## src/rtl/memory_access_arbiter_if.sv

```systemverilog
// Bundles the two lanes' memory requests, the single data-memory port and the per-lane results.
// The master modport is the arbiter; the slave modport is the pipeline/memory side.
interface memory_access_arbiter_if #(
  parameter int ADDR_WIDTH = 32
);
  logic                  MemWriteM1, MemWriteM2;
  logic [1:0]            ResultSrcM1, ResultSrcM2;
  logic [2:0]            AddressingControlM1, AddressingControlM2;
  logic [31:0]           ALUResultM1, ALUResultM2;
  logic [31:0]           WriteDataM1, WriteDataM2;
  logic [ADDR_WIDTH-1:0] mem_addr;
  logic                  mem_we;
  logic [3:0]            mem_be;
  logic [31:0]           mem_wdata;
  logic [31:0]           mem_rdata;
  logic [31:0]           ReadDataM1, ReadDataM2;
  logic                  StallM;

  modport master (
    input  MemWriteM1, MemWriteM2, ResultSrcM1, ResultSrcM2,
           AddressingControlM1, AddressingControlM2,
           ALUResultM1, ALUResultM2, WriteDataM1, WriteDataM2, mem_rdata,
    output mem_addr, mem_we, mem_be, mem_wdata, ReadDataM1, ReadDataM2, StallM
  );

  modport slave (
    output MemWriteM1, MemWriteM2, ResultSrcM1, ResultSrcM2,
           AddressingControlM1, AddressingControlM2,
           ALUResultM1, ALUResultM2, WriteDataM1, WriteDataM2, mem_rdata,
    input  mem_addr, mem_we, mem_be, mem_wdata, ReadDataM1, ReadDataM2, StallM
  );
endinterface

```

## src/rtl/memory_access_arbiter.sv

```systemverilog
// Dual-lane memory stage: serialises two lanes onto one data-memory port (lane 1 first).
// Define MEM_PERF_CNT_EN to add the saturating ConflictCountM dual-access counter.
//   state  | meaning
//   IDLE   | serve lane 1 (or lane 2 alone); stall and move on if both lanes access memory
//   SECOND | serve lane 2 of a conflicting pair; lane 1 result comes from hold1_q
module memory_access_arbiter #(
  parameter int ADDR_WIDTH = 32,
  parameter int CNT_WIDTH  = 32
) (
  input  logic                  clk,
  input  logic                  rst,
  memory_access_arbiter_if.master bus
`ifdef MEM_PERF_CNT_EN
  ,
  output logic [CNT_WIDTH-1:0]  ConflictCountM
`endif
);

  typedef enum logic {IDLE, SECOND} state_t;

  state_t      state_q, state_d;
  logic [31:0] hold1_q;
  logic        ld1, ld2, act1, act2, serve1, serve2;
  logic [31:0] ext1, ext2;

  function automatic logic [3:0] byte_en(input logic [2:0] f3, input logic [1:0] a);
    case (f3)
      3'b000, 3'b100: byte_en = 4'b0001 << a;
      3'b001, 3'b101: byte_en = 4'b0011 << {a[1], 1'b0};
      default:        byte_en = 4'b1111;
    endcase
  endfunction

  function automatic logic [31:0] align_wdata(input logic [2:0] f3, input logic [31:0] wd);
    case (f3)
      3'b000, 3'b100: align_wdata = {4{wd[7:0]}};
      3'b001, 3'b101: align_wdata = {2{wd[15:0]}};
      default:        align_wdata = wd;
    endcase
  endfunction

  function automatic logic [31:0] extract(input logic [2:0] f3, input logic [1:0] a,
                                          input logic [31:0] rd);
    logic [7:0]  b;
    logic [15:0] h;
    b = rd[{a, 3'b000} +: 8];
    h = a[1] ? rd[31:16] : rd[15:0];
    case (f3)
      3'b000:  extract = {{24{b[7]}}, b};
      3'b100:  extract = {24'h0, b};
      3'b001:  extract = {{16{h[15]}}, h};
      3'b101:  extract = {16'h0, h};
      default: extract = rd;
    endcase
  endfunction

  assign ld1  = (bus.ResultSrcM1 == 2'b01);
  assign ld2  = (bus.ResultSrcM2 == 2'b01);
  assign act1 = bus.MemWriteM1 | ld1;
  assign act2 = bus.MemWriteM2 | ld2;
  assign ext1 = extract(bus.AddressingControlM1, bus.ALUResultM1[1:0], bus.mem_rdata);
  assign ext2 = extract(bus.AddressingControlM2, bus.ALUResultM2[1:0], bus.mem_rdata);

  always_ff @(posedge clk) begin
    if (rst) begin
      state_q <= IDLE;
      hold1_q <= 32'h0;
    end else begin
      state_q <= state_d;
      if (bus.StallM) hold1_q <= ld1 ? ext1 : 32'h0;
    end
  end

  always_comb begin
    state_d    = state_q;
    serve1     = 1'b0;
    serve2     = 1'b0;
    bus.StallM = 1'b0;
    case (state_q)
      IDLE: begin
        serve1 = act1;
        serve2 = act2 & ~act1;
        if (act1 & act2) begin
          bus.StallM = 1'b1;
          state_d    = SECOND;
        end
      end
      SECOND: begin
        serve2  = act2;
        state_d = IDLE;
      end
      default: state_d = IDLE;
    endcase
  end

  always_comb begin
    bus.mem_addr   = '0;
    bus.mem_we     = 1'b0;
    bus.mem_be     = 4'b0000;
    bus.mem_wdata  = 32'h0;
    bus.ReadDataM1 = 32'h0;
    bus.ReadDataM2 = 32'h0;
    if (serve1) begin
      bus.mem_addr  = {bus.ALUResultM1[ADDR_WIDTH-1:2], 2'b00};
      bus.mem_we    = bus.MemWriteM1;
      bus.mem_be    = byte_en(bus.AddressingControlM1, bus.ALUResultM1[1:0]);
      bus.mem_wdata = bus.MemWriteM1 ? align_wdata(bus.AddressingControlM1, bus.WriteDataM1) : 32'h0;
    end else if (serve2) begin
      bus.mem_addr  = {bus.ALUResultM2[ADDR_WIDTH-1:2], 2'b00};
      // a reset landing in SECOND abandons lane 2, so its store must not reach memory
      bus.mem_we    = bus.MemWriteM2 & ~(rst & (state_q == SECOND));
      bus.mem_be    = byte_en(bus.AddressingControlM2, bus.ALUResultM2[1:0]);
      bus.mem_wdata = bus.MemWriteM2 ? align_wdata(bus.AddressingControlM2, bus.WriteDataM2) : 32'h0;
    end
    if (state_q == SECOND)  bus.ReadDataM1 = hold1_q;
    else if (serve1 & ld1)  bus.ReadDataM1 = ext1;
    if (serve2 & ld2)       bus.ReadDataM2 = ext2;
  end

`ifdef MEM_PERF_CNT_EN
  logic [CNT_WIDTH-1:0] cnt_q;

  always_ff @(posedge clk) begin
    if (rst)
      cnt_q <= '0;
    else if (state_q == IDLE && state_d == SECOND && !(&cnt_q))
      cnt_q <= cnt_q + CNT_WIDTH'(1);
  end

  assign ConflictCountM = cnt_q;
`endif

endmodule

```

## src/flat_wrapper.sv

```systemverilog
// flat-port wrapper written by rule: the top's interface ports become plain ports
module memory_access_arbiter_flat 
#(
  parameter int ADDR_WIDTH = 32,
  parameter int CNT_WIDTH  = 32
)
  (clk, rst, bus_MemWriteM1, bus_MemWriteM2, bus_ResultSrcM1, bus_ResultSrcM2, bus_AddressingControlM1, bus_AddressingControlM2, bus_ALUResultM1, bus_ALUResultM2, bus_WriteDataM1, bus_WriteDataM2, bus_mem_rdata, bus_mem_addr, bus_mem_we, bus_mem_be, bus_mem_wdata, bus_ReadDataM1, bus_ReadDataM2, bus_StallM);
  memory_access_arbiter_if #(.ADDR_WIDTH(ADDR_WIDTH)) bus_i ();
  input  logic clk;
  input  logic rst;
  input wire logic [$bits(bus_i.MemWriteM1)-1:0] bus_MemWriteM1;
  input wire logic [$bits(bus_i.MemWriteM2)-1:0] bus_MemWriteM2;
  input wire logic [$bits(bus_i.ResultSrcM1)-1:0] bus_ResultSrcM1;
  input wire logic [$bits(bus_i.ResultSrcM2)-1:0] bus_ResultSrcM2;
  input wire logic [$bits(bus_i.AddressingControlM1)-1:0] bus_AddressingControlM1;
  input wire logic [$bits(bus_i.AddressingControlM2)-1:0] bus_AddressingControlM2;
  input wire logic [$bits(bus_i.ALUResultM1)-1:0] bus_ALUResultM1;
  input wire logic [$bits(bus_i.ALUResultM2)-1:0] bus_ALUResultM2;
  input wire logic [$bits(bus_i.WriteDataM1)-1:0] bus_WriteDataM1;
  input wire logic [$bits(bus_i.WriteDataM2)-1:0] bus_WriteDataM2;
  input wire logic [$bits(bus_i.mem_rdata)-1:0] bus_mem_rdata;
  output wire logic [$bits(bus_i.mem_addr)-1:0] bus_mem_addr;
  output wire logic [$bits(bus_i.mem_we)-1:0] bus_mem_we;
  output wire logic [$bits(bus_i.mem_be)-1:0] bus_mem_be;
  output wire logic [$bits(bus_i.mem_wdata)-1:0] bus_mem_wdata;
  output wire logic [$bits(bus_i.ReadDataM1)-1:0] bus_ReadDataM1;
  output wire logic [$bits(bus_i.ReadDataM2)-1:0] bus_ReadDataM2;
  output wire logic [$bits(bus_i.StallM)-1:0] bus_StallM;
  assign bus_i.MemWriteM1 = bus_MemWriteM1;
  assign bus_i.MemWriteM2 = bus_MemWriteM2;
  assign bus_i.ResultSrcM1 = bus_ResultSrcM1;
  assign bus_i.ResultSrcM2 = bus_ResultSrcM2;
  assign bus_i.AddressingControlM1 = bus_AddressingControlM1;
  assign bus_i.AddressingControlM2 = bus_AddressingControlM2;
  assign bus_i.ALUResultM1 = bus_ALUResultM1;
  assign bus_i.ALUResultM2 = bus_ALUResultM2;
  assign bus_i.WriteDataM1 = bus_WriteDataM1;
  assign bus_i.WriteDataM2 = bus_WriteDataM2;
  assign bus_i.mem_rdata = bus_mem_rdata;
  assign bus_mem_addr = bus_i.mem_addr;
  assign bus_mem_we = bus_i.mem_we;
  assign bus_mem_be = bus_i.mem_be;
  assign bus_mem_wdata = bus_i.mem_wdata;
  assign bus_ReadDataM1 = bus_i.ReadDataM1;
  assign bus_ReadDataM2 = bus_i.ReadDataM2;
  assign bus_StallM = bus_i.StallM;
  memory_access_arbiter #(.ADDR_WIDTH(ADDR_WIDTH), .CNT_WIDTH(CNT_WIDTH)) u_core (.clk(clk), .rst(rst), .bus(bus_i));
endmodule
```

## config.mk

```make
export PLATFORM = sky130hd
export DESIGN_NAME = memory_access_arbiter_flat
export DESIGN_NICKNAME = d
export VERILOG_FILES = /design/src/rtl/memory_access_arbiter_if.sv /design/src/rtl/memory_access_arbiter.sv /design/src/flat_wrapper.sv
export SDC_FILE = /design/constraint.sdc
export NUM_CORES = 1
export LEC_CHECK = 0
export ABC_CLOCK_PERIOD_IN_PS = 4000
export CORE_AREA = 4 4 116 118
export CTS_CLUSTER_DIAMETER = 50
export CTS_CLUSTER_SIZE = 12
export DETAILED_ROUTE_END_ITERATION = 6
export DIE_AREA = 0 0 120 122
export PLACE_DENSITY_LB_ADDON = 0.3
export SLEW_MARGIN = 20
export SYNTH_ARGS = -nofsm -noshare
export SYNTH_HDL_FRONTEND = slang
export SYNTH_SLANG_ARGS = --single-unit
```

## constraint.sdc

```tcl
create_clock -name clk -period 4 [get_ports clk]
set_clock_uncertainty 0.05 [all_clocks]
set_input_delay 0.6 -clock clk [delete_from_list [all_inputs] [get_ports clk]]
set_output_delay 0.6 -clock clk [all_outputs]
set_load 0.01 [all_outputs]
```

Word-level counts from Yosys, hierarchy flattened

Index checks and enable logic that the tools add are counted.

Equal/unequal tests: 8
Shift operators: 6
Muxes and demuxes: 27
Bitwise logic cells: 11
Reduce and logical (&&, ||, !) cells: 6

Operators with widths:

| cell                                             | count |
|---|---|
| 2-to-1 mux 32 bit                                | 10 |
| one-hot mux 32 bit (4 select lines)              | 2 |
| one-hot mux 32 bit (2 select lines)              | 2 |
| indexed part select 32 x 6 -> 8 bit              | 2 |
| 2-to-1 mux 16 bit                                | 2 |
| one-hot mux 4 bit (2 select lines)               | 2 |
| == test 3 bit (second input constant)            | 4 |
| 2-to-1 mux 4 bit                                 | 2 |
| OR reduction 2 bit                               | 4 |
| << shifter 1 x 2 -> 4 bit (first input constant) | 2 |
| << shifter 2 x 2 -> 4 bit (first input constant) | 2 |
| bitwise AND 1 bit                                | 6 |
| == test 3 x 1 -> 1 bit (second input constant)   | 2 |
| logical NOT 3 bit                                | 2 |
| 2-to-1 mux 1 bit                                 | 5 |
| == test 2 x 1 -> 1 bit (second input constant)   | 2 |
| one-hot mux 1 bit (2 select lines)               | 2 |
| NOT 1 bit                                        | 3 |
| OR 1 bit                                         | 2 |

Register bits after elaboration: 33
Input port bits: 174
Output and inout port bits: 134
Word-level logic and storage cells: 60

Logic depth before layout (Yosys ltp)

Gate-level depths: netlist of the first run.

Depth in word-level cells: 7
Gate-level depth with buffers: 7
Gate-level depth less buffers: 4

Worst setup path after synthesis of the first run

No wires, ideal clock.

Path kind: input-to-output
From: in bus_ALUResultM1[0]
To: out bus_ReadDataM1[21]
Arrival time: 2.196 ns
Data required time: 3.350 ns
Path slack: 1.154 ns
Stages on the path: 6
Path buffers: 2
Cell sequence: buf_2 > or3b_1 > a32o_2 > a2111oi_4 > buf_6 > a221o_2

Cells in the longest elaborated chain, start to end: 4

Ends and longest elaborated chain:

| what                                | line                         | text |
|---|---|---|
| from (decl)                         | flat_wrapper.sv:17           | `input wire logic [$bits(bus_i.ALUResultM1)-1:0] bus_ALUResultM1;` |
| indexed part select 32 x 6 -> 8 bit | memory_access_arbiter.sv:46  | `b = rd[{a, 3'b000} +: 8];` |
| one-hot mux 32 bit (4 select lines) | memory_access_arbiter.sv:48  | `case (f3)` |
| 2-to-1 mux 32 bit                   | memory_access_arbiter.sv:116 | `else if (serve1 & ld1) bus.ReadDataM1 = ext1;` |
| 2-to-1 mux 32 bit                   | memory_access_arbiter.sv:115 | `if (state_q == SECOND) bus.ReadDataM1 = hold1_q;` |
| to (decl)                           | flat_wrapper.sv:26           | `output wire logic [$bits(bus_i.ReadDataM1)-1:0] bus_ReadDataM1;` |

Every way passes these cells.

Final worst setup path of the first run

From: in bus_AddressingControlM1[2]
To: out bus_ReadDataM1[9]

Cells in the longest elaborated chain, start to end: 4
Elaborated cells on any way between the ends: 7
Classes of those cells: eq/ne (3); mux (3); reduce/logical (1)

Ends and longest elaborated chain:

| what                                  | line                         | text |
|---|---|---|
| from (decl)                           | flat_wrapper.sv:15           | `input wire logic [$bits(bus_i.AddressingControlM1)-1:0] bus_AddressingControlM1;` |
| == test 3 bit (tied with other cells) | memory_access_arbiter.sv:48  |  |
| one-hot mux 32 bit (4 select lines) * | memory_access_arbiter.sv:48  |  |
| 2-to-1 mux 32 bit *                   | memory_access_arbiter.sv:116 |  |
| 2-to-1 mux 32 bit *                   | memory_access_arbiter.sv:115 |  |

Every way passes the cells marked *; elsewhere a longest branch is shown, timed or not.

==> flow_summary_export.csv, run 1 <==
group,metric,value,unit
cells_and_area,area.growth.synth_to_final,81.38,%
hold_path,min_to,"u_core.hold1_q[10]",
pwr,p_int,1.032,mW
placement,gp_congestion,0.9322,
synthesis,synth-xor-area-share,0,%
critical_path,arrival,3.26,ns
critical_path,path_cells,"clkdlybuf4s50_1 > or4b_2 > o22ai_1 > buf_4 > a221oi_1 > o21ai_0 > clkdlybuf4s50_1",
routing,antenna_left,0,
floorplan,start_util,33.36,%
cts,clock_sinks,33,
placement,port_buffers,305,
critical_path,crit_top_cell,"clkdlybuf4s50_1",
cts,insertion_delay,0.28,ns
critical_path,rr_endpoint,"u_core.hold1_q[30]",
cts,cts_setup_buffers,0,
critical_path,ff2ff_path_depth,6,
cells_and_area,layout-drive-gt1-share,11.42,%
grt,gr-total-overflow,0,
sta,maxSlewHeadroom,32.53,%
cells_and_area,fin_util,60.51,%
floorplan,rows,41,
critical_path,crit_type,"input port to output port",
synthesis,synth-compound-area-share,37.45,%
cts,cts_tree,"done",
critical_path,worstPathRequired,3.35,ns
routing,drc_errors,1,
grt,grt_pass1_wl,32.43,mm
hold_path,hold_class,"flip-flop to flip-flop",
critical_path,start_kind,"input port",
cts,cts_made_buffers,5,
critical_path,r2r_slack,1.28,ns
critical_path,critPathMaxStageDelay,0.72,ns
synthesis,synthSimpleGateAreaFrac,20.16,%
synthesis,async_flop_share,0,%
critical_path,crit_family,"buffers and inverters",
cts,ctsRootBufferMaster,"clkbuf_16",
critical_path,critPathSlowestCell,"or4b_2",
pwr,swShare,34.81,%
cells_and_area,final_cell_mix,"303 x clkdlybuf4s50_1, 87 x nand2_1, 51 x mux2i_1",
pwr,p_clk_share,22.9,%
synthesis,ys.flop_type,"dfxtp_1",
grt,antenna_found_initial,0,
run_status,status,"finished, violations left",
job,max_cap_violations,0,
sta,fmax,0.2560,GHz
critical_path,crit_buf_inv,3,
floorplan,core-area,0.01247,mm^2
synthesis,yosys-mux-area-fraction,17.78,%
hold_path,whs_path_depth,1,
cells_and_area,num_antenna_cells,0,
sta,period_share,97.65,%
cells_and_area,layout.nets,1033,
sta,hold_slack,0.4188,ns
cells_and_area,final_common_cell,"clkdlybuf4s50_1",
sta,finalCriticalPeriod,3.906,ns
floorplan,die_area,0.01464,mm^2
pwr,leakagePower,3.018,nW
routing,drt_iter0_drc,655,
synthesis,synth_edf_count,0,
pwr,pwr-share-comb,55.1,%
placement,dp_hpwl,17.25,mm
routing,first_pass_iters,7,
synthesis,synth_top_family_by_area,"compound AO/OA/AOI/OAI gates",
sta,finalSetupViolations,0,
cts,cts_max_level,2,
hold_path,min-delay-start,"u_core.hold1_q[10]",
synthesis,syn_area,0.004159,mm^2
critical_path,path_max_fanout,7,
floorplan,die_x,120,um
grt,grt_max_degree,38,
synthesis,ys_seq_area_share,15.88,%
sta,rsz0062_at_grt,"false",
floorplan,io_pins,308,
sta,setup_tns,0,ns
critical_path,end_kind,"output port",
grt,track_usage,27.45,%
synthesis,ys_seq_elements,33,
pwr,p_sw,0.5511,mW
synthesis,syn_inst,576,
cells_and_area,n_fill_cell,1122,
sta,hold_viol,0,
synthesis,yosys_warnings,0,
run_status,failed_checks,"design-rule violations",
pwr,p_per_area,209.9,mW/mm^2
routing,viasPerCell,5.841,
placement,dp_slack,0.1616,ns
sta,tightest_slew,1.012,ns
sta,finalMaxSlewViolations,0,
synthesis,synth_cell_type_count,46,
grt,first_global_vias,5915,
synthesis,synth_fa_ha_area_share,0,%
routing,routed_wl,21.68,mm
routing,wl_per_cell,21.05,um
routing,num_vias,6016,
cts,clockBufferDepth,2,
synthesis,syn_avg_cell_area,7.220,um^2
cts,clk_pin_slew,0.05,ns
pwr,max-vdd-ir-drop,0.0001653,V
pwr,power_frac_seq,22.0,%
floorplan,die_y,122,um
sta,setup_slack,0.09403,ns
critical_path,r2r_start,"u_core.state_q",
[state kept, by name, summed over array words and instances, names as in the netlist]
name	count
u_core.hold1_q	32
u_core.state_q	1
[repair_timing]
item	4_1_cts	5_1_grt
gates resized for setup	0	1
endpoints found under the setup margin	0	5
hold buffers	0	0
[per-layer routing]
layer  wire (um)  up-vias  share of wire (%)  track usage [%]
met5           0        -                  0                0
met4         659        0                3.0            8.876
met3        1874       52                8.6            4.503
met2       10610      373                 49            46.68
met1        8532     2826                 39            35.50
li1            -     2765                  -                -
[cell type report]
class	count	area, um^2	area share (%)
timing repair buffer	336	3288	43.59
multi-input combinational	458	3156	41.83
sequential	33	660.6	8.758
tap	172	215.2	2.853
clock buffer	5	125.1	1.659
inverter	25	93.84	1.244
clock inverter	1	5.005	0.06635
[power groups by stage]
| stage | Sequential [mW] | Clock [mW] | Combinational, mW |
|---|---|---|---|
| 2_1_floorplan | 0.353 | 0 | 0.367 |
| 3_5_place_dp | 0.355 | 0 | 0.862 |
| 5_1_grt | 0.349 | 0.378 | 0.928 |
| 4_1_cts | 0.348 | 0.367 | 0.866 |
| 3_3_place_gp | 0.354 | 0 | 0.852 |
| 6_report | 0.348 | 0.362 | 0.873 |
[per-stage QoR]
| stage | instances | total power [mW] | instance area [um^2] |
|---|---|---|---|
| 3_5_place_dp | 1024 | 1.217 | 7408 |
| 4_1_cts | 1030 | 1.581 | 7538 |
| 2_1_floorplan | 577 | 0.7198 | 4163 |
| 5_1_grt | 1030 | 1.654 | 7543 |
| 3_3_place_gp | 1024 | 1.206 | 7408 |
| 6_report | 1030 | 1.583 | 7543 |
[how the worst max path moves through the flow]
stage,from,end,cells past startpoint
after floorplan,bus_ALUResultM1[0],bus_ReadDataM1[21],6
after global placement,bus_AddressingControlM1[2],bus_ReadDataM1[9],7
after detailed placement,bus_AddressingControlM1[2],bus_ReadDataM1[9],7
after CTS,bus_AddressingControlM1[2],bus_ReadDataM1[9],7
after global routing,bus_AddressingControlM1[2],bus_ReadDataM1[9],7
final,bus_AddressingControlM1[2],bus_ReadDataM1[9],7
[Yosys cell counts (all sizes together) (9+ instances only)]
cell type | count | area, um^2
a21oi | 46 | 230.2
a221o | 32 | 360.4
a221oi | 9 | 78.83
a222oi | 12 | 120.1
a22o | 17 | 148.9
buf | 16 | 96.33
clkbuf | 45 | 168.9
dfxtp | 33 | 660.6
inv | 25 | 93.84
mux2 | 14 | 157.7
mux2i | 51 | 510.5
nand2 | 87 | 326.6
nand3 | 32 | 160.2
nor2 | 33 | 128.9
nor3 | 10 | 50.05
o21ai | 22 | 110.1
o22ai | 29 | 181.4
o2bb2ai | 15 | 131.4
[cells by family (layout without fill, tap and decap cells)]
group,Yosys count,count (layout)
flops,33,33
other cells,1,2
mux,68,68
buf+inv,86,367
simple gates,187,187
compound gates,201,201
Note: power is estimated with default switching activity, not from simulation.
==> inputs of run 2 (changes only) <==
- HOLD_SLACK_MARGIN: default -> 0.05
- RECOVER_POWER: default -> 100
- SLEW_MARGIN: 20 -> 10
==> run 2 against run 1 <==
  * The flow finishes with violations (max-capacitance violations, max-slew violations)
  * Sequential cell count did not move
  * Global-route usage did not move
  * Final area is 0.40% lower
  * Wire length fell by 0.32%
  * Sequential share of layout area about the same
  * Total power is 2.7% lower
  * Final cell count did not move
==> flow_summary_export.csv, run 2 (synthesized netlist as in run 1, its figures left out) <==
group,metric,value,unit
pwr,leakagePower,3.211,nW
cts,clockBufferDepth,2,
cells_and_area,multi_input_area,0.003137,mm^2
critical_path,worstPathRequired,3.35,ns
sta,finalSetupViolations,0,
routing,drc_errors,0,
cells_and_area,n_fill_cell,1127,
cells_and_area,num_antenna_cells,0,
cells_and_area,largest_reg_flops,32,
floorplan,rows,41,
cells_and_area,layout.nets,1033,
cts,cts_setup_buffers,0,
critical_path,arrival,3.27,ns
sta,tightest_slew,1.730,ns
sta,hold_slack,0.4185,ns
run_status,status,"finished, violations left",
cells_and_area,reg_top3,"u_core.hold1_q: 32 flops, u_core.state_q: 1 flops",
job,max_cap_violations,1,
sta,rsz0062_at_grt,"false",
sta,finalCriticalPeriod,3.919,ns
critical_path,end_kind,"output port",
floorplan,core-area,0.01247,mm^2
pwr,p_per_area,205.1,mW/mm^2
routing,viasPerCell,5.813,
cts,cts_made_buffers,5,
critical_path,path_max_fanout,7,
routing,num_vias,5987,
cells_and_area,final_cell_mix,"198 x clkdlybuf4s50_1, 105 x dlygate4sd3_1, 87 x nand2_1",
sta,setup_tns,0,ns
floorplan,io_pins,308,
critical_path,start_kind,"input port",
hold_path,hold_class,"flip-flop to flip-flop",
grt,first_global_vias,5915,
floorplan,die_area,0.01464,mm^2
cts,cts_tree,"done",
sta,hold_viol,0,
pwr,max-vdd-ir-drop,0.0001635,V
cells_and_area,regArea,660.6,um^2
routing,first_pass_iters,6,
placement,port_buffers,305,
cells_and_area,area.growth.synth_to_final,80.66,%
grt,antenna_found_initial,0,
floorplan,die_x,120,um
sta,finalMaxSlewViolations,17,
run_status,failed_checks,"max-capacitance violations, max-slew violations",
sta,fmax,0.2552,GHz
grt,grt_max_degree,38,
floorplan,start_util,33.36,%
cells_and_area,final_common_cell,"clkdlybuf4s50_1",
cts,insertion_delay,0.28,ns
cts,ctsRootBufferMaster,"clkbuf_16",
grt,gr-total-overflow,0,
grt,track_usage,27.45,%
sta,maxSlewHeadroom,-15.54,%
critical_path,crit_type,"input port to output port",
routing,antenna_left,0,
pwr,total_power,1.541,mW
routing,wl_per_cell,20.98,um
placement,gp_congestion,0.9322,
routing,routed_wl,21.61,mm
cts,cts_max_level,2,
cells_and_area,layout-drive-gt1-share,11.07,%
placement,dp_hpwl,17.25,mm
routing,drt_iter0_drc,659,
cells_and_area,largest_register,"u_core.hold1_q",
floorplan,die_y,122,um
cts,clock_sinks,33,
sta,period_share,97.97,%
grt,grt_pass1_wl,32.43,mm
cts,clk_pin_slew,0.05,ns
==> run 2: final cells by class <==
class	count	area share, %
Sequential cell	33	8.793
Multi-Input combinational cell	458	41.75
Clock inverter	1	0.06661
Inverter	25	1.249
Clock buffer	5	1.665
Tap cell	172	2.864
Timing Repair Buffer	336	43.61
==> run 2: final timing paths <==
path                                   start            endpoint  slack [ns]  cells after the start
setup / recovery  bus_AddressingControlM1[2]   bus_ReadDataM1[9]        0.08                      7
hold / removal            u_core.hold1_q[10]  u_core.hold1_q[10]        0.42                      1
setup reg to reg              u_core.state_q  u_core.hold1_q[17]        0.58                      6
hold reg to reg           u_core.hold1_q[10]  u_core.hold1_q[10]        0.42                      1
==> run 2: critical path, stage by stage <==
cell             delay [ns]
clkdlybuf4s50_1        0.53
or4b_2                 0.71
o22ai_1                0.25
buf_4                  0.21
a221oi_1               0.07
o21ai_0                0.29
clkdlybuf4s50_1        0.60
==> run 2: where the power goes <==
group          switching, mW  internal [mW]
clock                  0.138          0.222
sequential           0.00723          0.341
combinational          0.398          0.435
==> run 2: layer usage <==
layer | GRT usage [%] | up-vias | wire [um]
li1 | - | 2762 | -
met1 | 35.50 | 2800 | 8487
met2 | 46.68 | 379 | 10590
met3 | 4.503 | 46 | 1899
met4 | 8.876 | 0 | 639
met5 | 0 | - | 0
==> run 2: what timing repair did <==
item / 4_1_cts / 5_1_grt
hold buffers: 0 / 0
gates resized for setup: 0 / 1
endpoints found under the setup margin: 0 / 5
==> run 2: through the flow <==
stage | cell area [um^2] | instances | util, % | setup slack [ns]
after detailed placement | 7408 | 1024 | 59.43 | 0.1616
final | 7513 | 1030 | 60.27 | 0.08126
after global placement | 7408 | 1024 | 59.43 | 0.1443
after floorplan | 4163 | 577 | - | 1.154
after CTS | 7538 | 1030 | 60.47 | 0.1281
after global routing | 7513 | 1030 | 60.27 | 0.02017
==> inputs of run 3 (changes only) <==
- ABC_CLOCK_PERIOD_IN_PS: 4000 -> default
- PLACE_DENSITY: default -> 0.89
- PLACE_DENSITY_LB_ADDON: 0.3 -> default
==> run 3 against run 2 <==
  * The run still ends with max-capacitance violations, max-slew violations left
  * Total power rose by 2.5%
  * Wire length fell by 1.5%
  * Setup slack improved by 0.020 ns
  * Final cell count rose by 0.39%
  * Sequential share of layout area barely moved
  * Sequential power barely moved
  * Core utilization rose by 0.24 points
  * Final area rose by 0.40%
  * Critical path depth did not move
  * Worst hold slack got worse by 0.0051 ns
  * Highest routed layer unchanged
  * Register-to-register slack improved by 0.85 ns
  * Critical path type unchanged
==> flow_summary_export.csv, run 3 (synthesized netlist as in run 1, its figures left out) <==
group,metric,value,unit
cells_and_area,regArea,660.6,um^2
cts,post_cts_resize_count,0,
pwr,p_per_area,209.5,mW/mm^2
cts,cts_max_level,2,
routing,antenna_left,0,
routing,num_vias,5985,
critical_path,crit_type,"input port to output port",
routing,wl_per_cell,20.58,um
cts,cts_tree,"done",
grt,track_usage,27.06,%
sta,tightest_slew,1.552,ns
pwr,max-vdd-ir-drop,0.0001569,V
cts,clockBufferDepth,2,
floorplan,die_area,0.01464,mm^2
cells_and_area,largest_reg_flops,32,
routing,wl_met3,2.542,mm
job,max_cap_violations,1,
routing,viasPerCell,5.788,
sta,finalMaxSlewViolations,32,
routing,drc_errors,0,
cells_and_area,final_cell_mix,"229 x clkdlybuf4s50_1, 87 x nand2_1, 74 x dlygate4sd3_1",
cells_and_area,final_common_cell,"clkdlybuf4s50_1",
cts,cts_setup_buffers,0,
cts,ctsRootBufferMaster,"clkbuf_16",
grt,gr-total-overflow,0,
cts,insertion_delay,0.28,ns
floorplan,start_util,33.36,%
floorplan,io_pins,308,
run_status,status,"finished, violations left",
pwr,total_power,1.580,mW
grt,first_global_vias,5743,
critical_path,arrival,3.25,ns
run_status,failed_checks,"max-capacitance violations, max-slew violations",
routing,wl_met1,7.945,mm
sta,fmax,0.2565,GHz
placement,dp_hpwl,16.76,mm
hold_path,hold_class,"flip-flop to flip-flop",
sta,finalCriticalPeriod,3.899,ns
sta,maxSlewHeadroom,-3.449,%
floorplan,die_x,120,um
routing,first_pass_iters,6,
floorplan,die_y,122,um
critical_path,critPathSlowestCell,"dlygate4sd3_1",
critical_path,crit_buf_inv,3,
cts,clock_sinks,33,
critical_path,critPathMaxStageDelay,0.68,ns
grt,grt_max_degree,35,
sta,rsz0062_at_grt,"false",
cells_and_area,area.growth.synth_to_final,81.38,%
cells_and_area,multi_input_area,0.003152,mm^2
cells_and_area,layout-drive-gt1-share,11.38,%
cells_and_area,layout.nets,1035,
critical_path,start_kind,"input port",
cells_and_area,n_fill_cell,1118,
cts,postCtsHoldBufs,0,
sta,finalSetupViolations,0,
cts,cts_made_buffers,5,
routing,route.met2.wl,10.05,mm
grt,grt_pass1_wl,31.91,mm
critical_path,path_max_fanout,16,
placement,gp_congestion,0.9221,
critical_path,worstPathRequired,3.35,ns
routing,routed.top_layer,"met4",
grt,antenna_found_initial,1,
sta,hold_slack,0.4135,ns
critical_path,crit_family,"buffers and inverters",
routing,drt_iter0_drc,692,
placement,dpl-instance-area,0.007411,mm^2
floorplan,rows,41,
sta,hold_viol,0,
floorplan,core-area,0.01247,mm^2
pwr,leakagePower,3.140,nW
routing,routed_wl,21.28,mm
cells_and_area,final_area,0.007543,mm^2
cts,clk_pin_slew,0.05,ns
sta,setup_tns,0,ns
critical_path,end_kind,"output port",
critical_path,path_cells,"dlygate4sd3_1 > or3b_1 > a32o_2 > a2111oi_4 > buf_4 > a221o_2 > clkdlybuf4s50_1",
placement,port_buffers,305,
cells_and_area,reg_top3,"u_core.hold1_q: 32 flops, u_core.state_q: 1 flops",
sta,period_share,97.48,%
cells_and_area,largest_register,"u_core.hold1_q",
[run 3: cell count changes in the layout (fill, tap and decap cells not counted), sizes merged]
| cell | change |
|---|---|
| clkdlybuf4s50 | +31 |
| diode | +1 |
| clkinv | -1 |
| dlygate4sd3 | -31 |
| clkinvlp | +1 |
| clkbuf | +3 |
[run 3: power breakdown]
group	total, mW	switching, mW	internal [mW]	leakage (nW)
registers	0.349	0.00808	0.341	0.268
clock network	0.394	0.150	0.244	0.0690
logic	0.837	0.397	0.440	2.80
total	1.58	0.555	1.03	3.14
[run 3: layout make-up]
type / count / share of cell area (%)
repair buffers: 338 / 43.39
flip-flops and latches: 33 / 8.758
multi-input cells: 458 / 41.78
inverters: 25 / 1.244
well taps: 172 / 2.853
diodes: 1 / 0.03317
clock buffers: 6 / 1.841
clock inverters: 1 / 0.09952
[run 3: final timing paths]
check	slack (ns)	startpoint	end	cells after the start
setup / recovery	0.10	bus_ALUResultM1[0]	bus_ReadDataM1[16]	7
hold reg to reg	0.41	u_core.hold1_q[14]	u_core.hold1_q[14]	1
hold / removal	0.41	u_core.hold1_q[14]	u_core.hold1_q[14]	1
setup reg to reg	1.43	u_core.state_q	u_core.hold1_q[18]	5
[run 3: layer usage]
layer | vias to the layer above | global-route usage, %
li1 | 2767 | -
met1 | 2748 | 33.94
met2 | 414 | 45.03
met3 | 56 | 6.917
met4 | 0 | 9.664
met5 | - | 0
[run 3: worst reg2reg max path: cells and delay by family (launching register included)]
family | cells | cell delay, ns
DFF | 1 | 0.50
buffers and inverters | 2 | 1.39
AOI/OAI and AO/OA | 3 | 0.59
[run 3: stage by stage]
| stage | std cells | utilization (%) | worst slack, ns |
|---|---|---|---|
| 3_3_place_gp | 1026 | 59.45 | 0.1564 |
| 6_report | 1034 | 60.51 | 0.1009 |
| 2_1_floorplan | 577 | - | 1.154 |
| 4_1_cts | 1033 | 60.62 | 0.06852 |
| 3_5_place_dp | 1026 | 59.45 | 0.09860 |
| 5_1_grt | 1034 | 60.51 | 0.02216 |
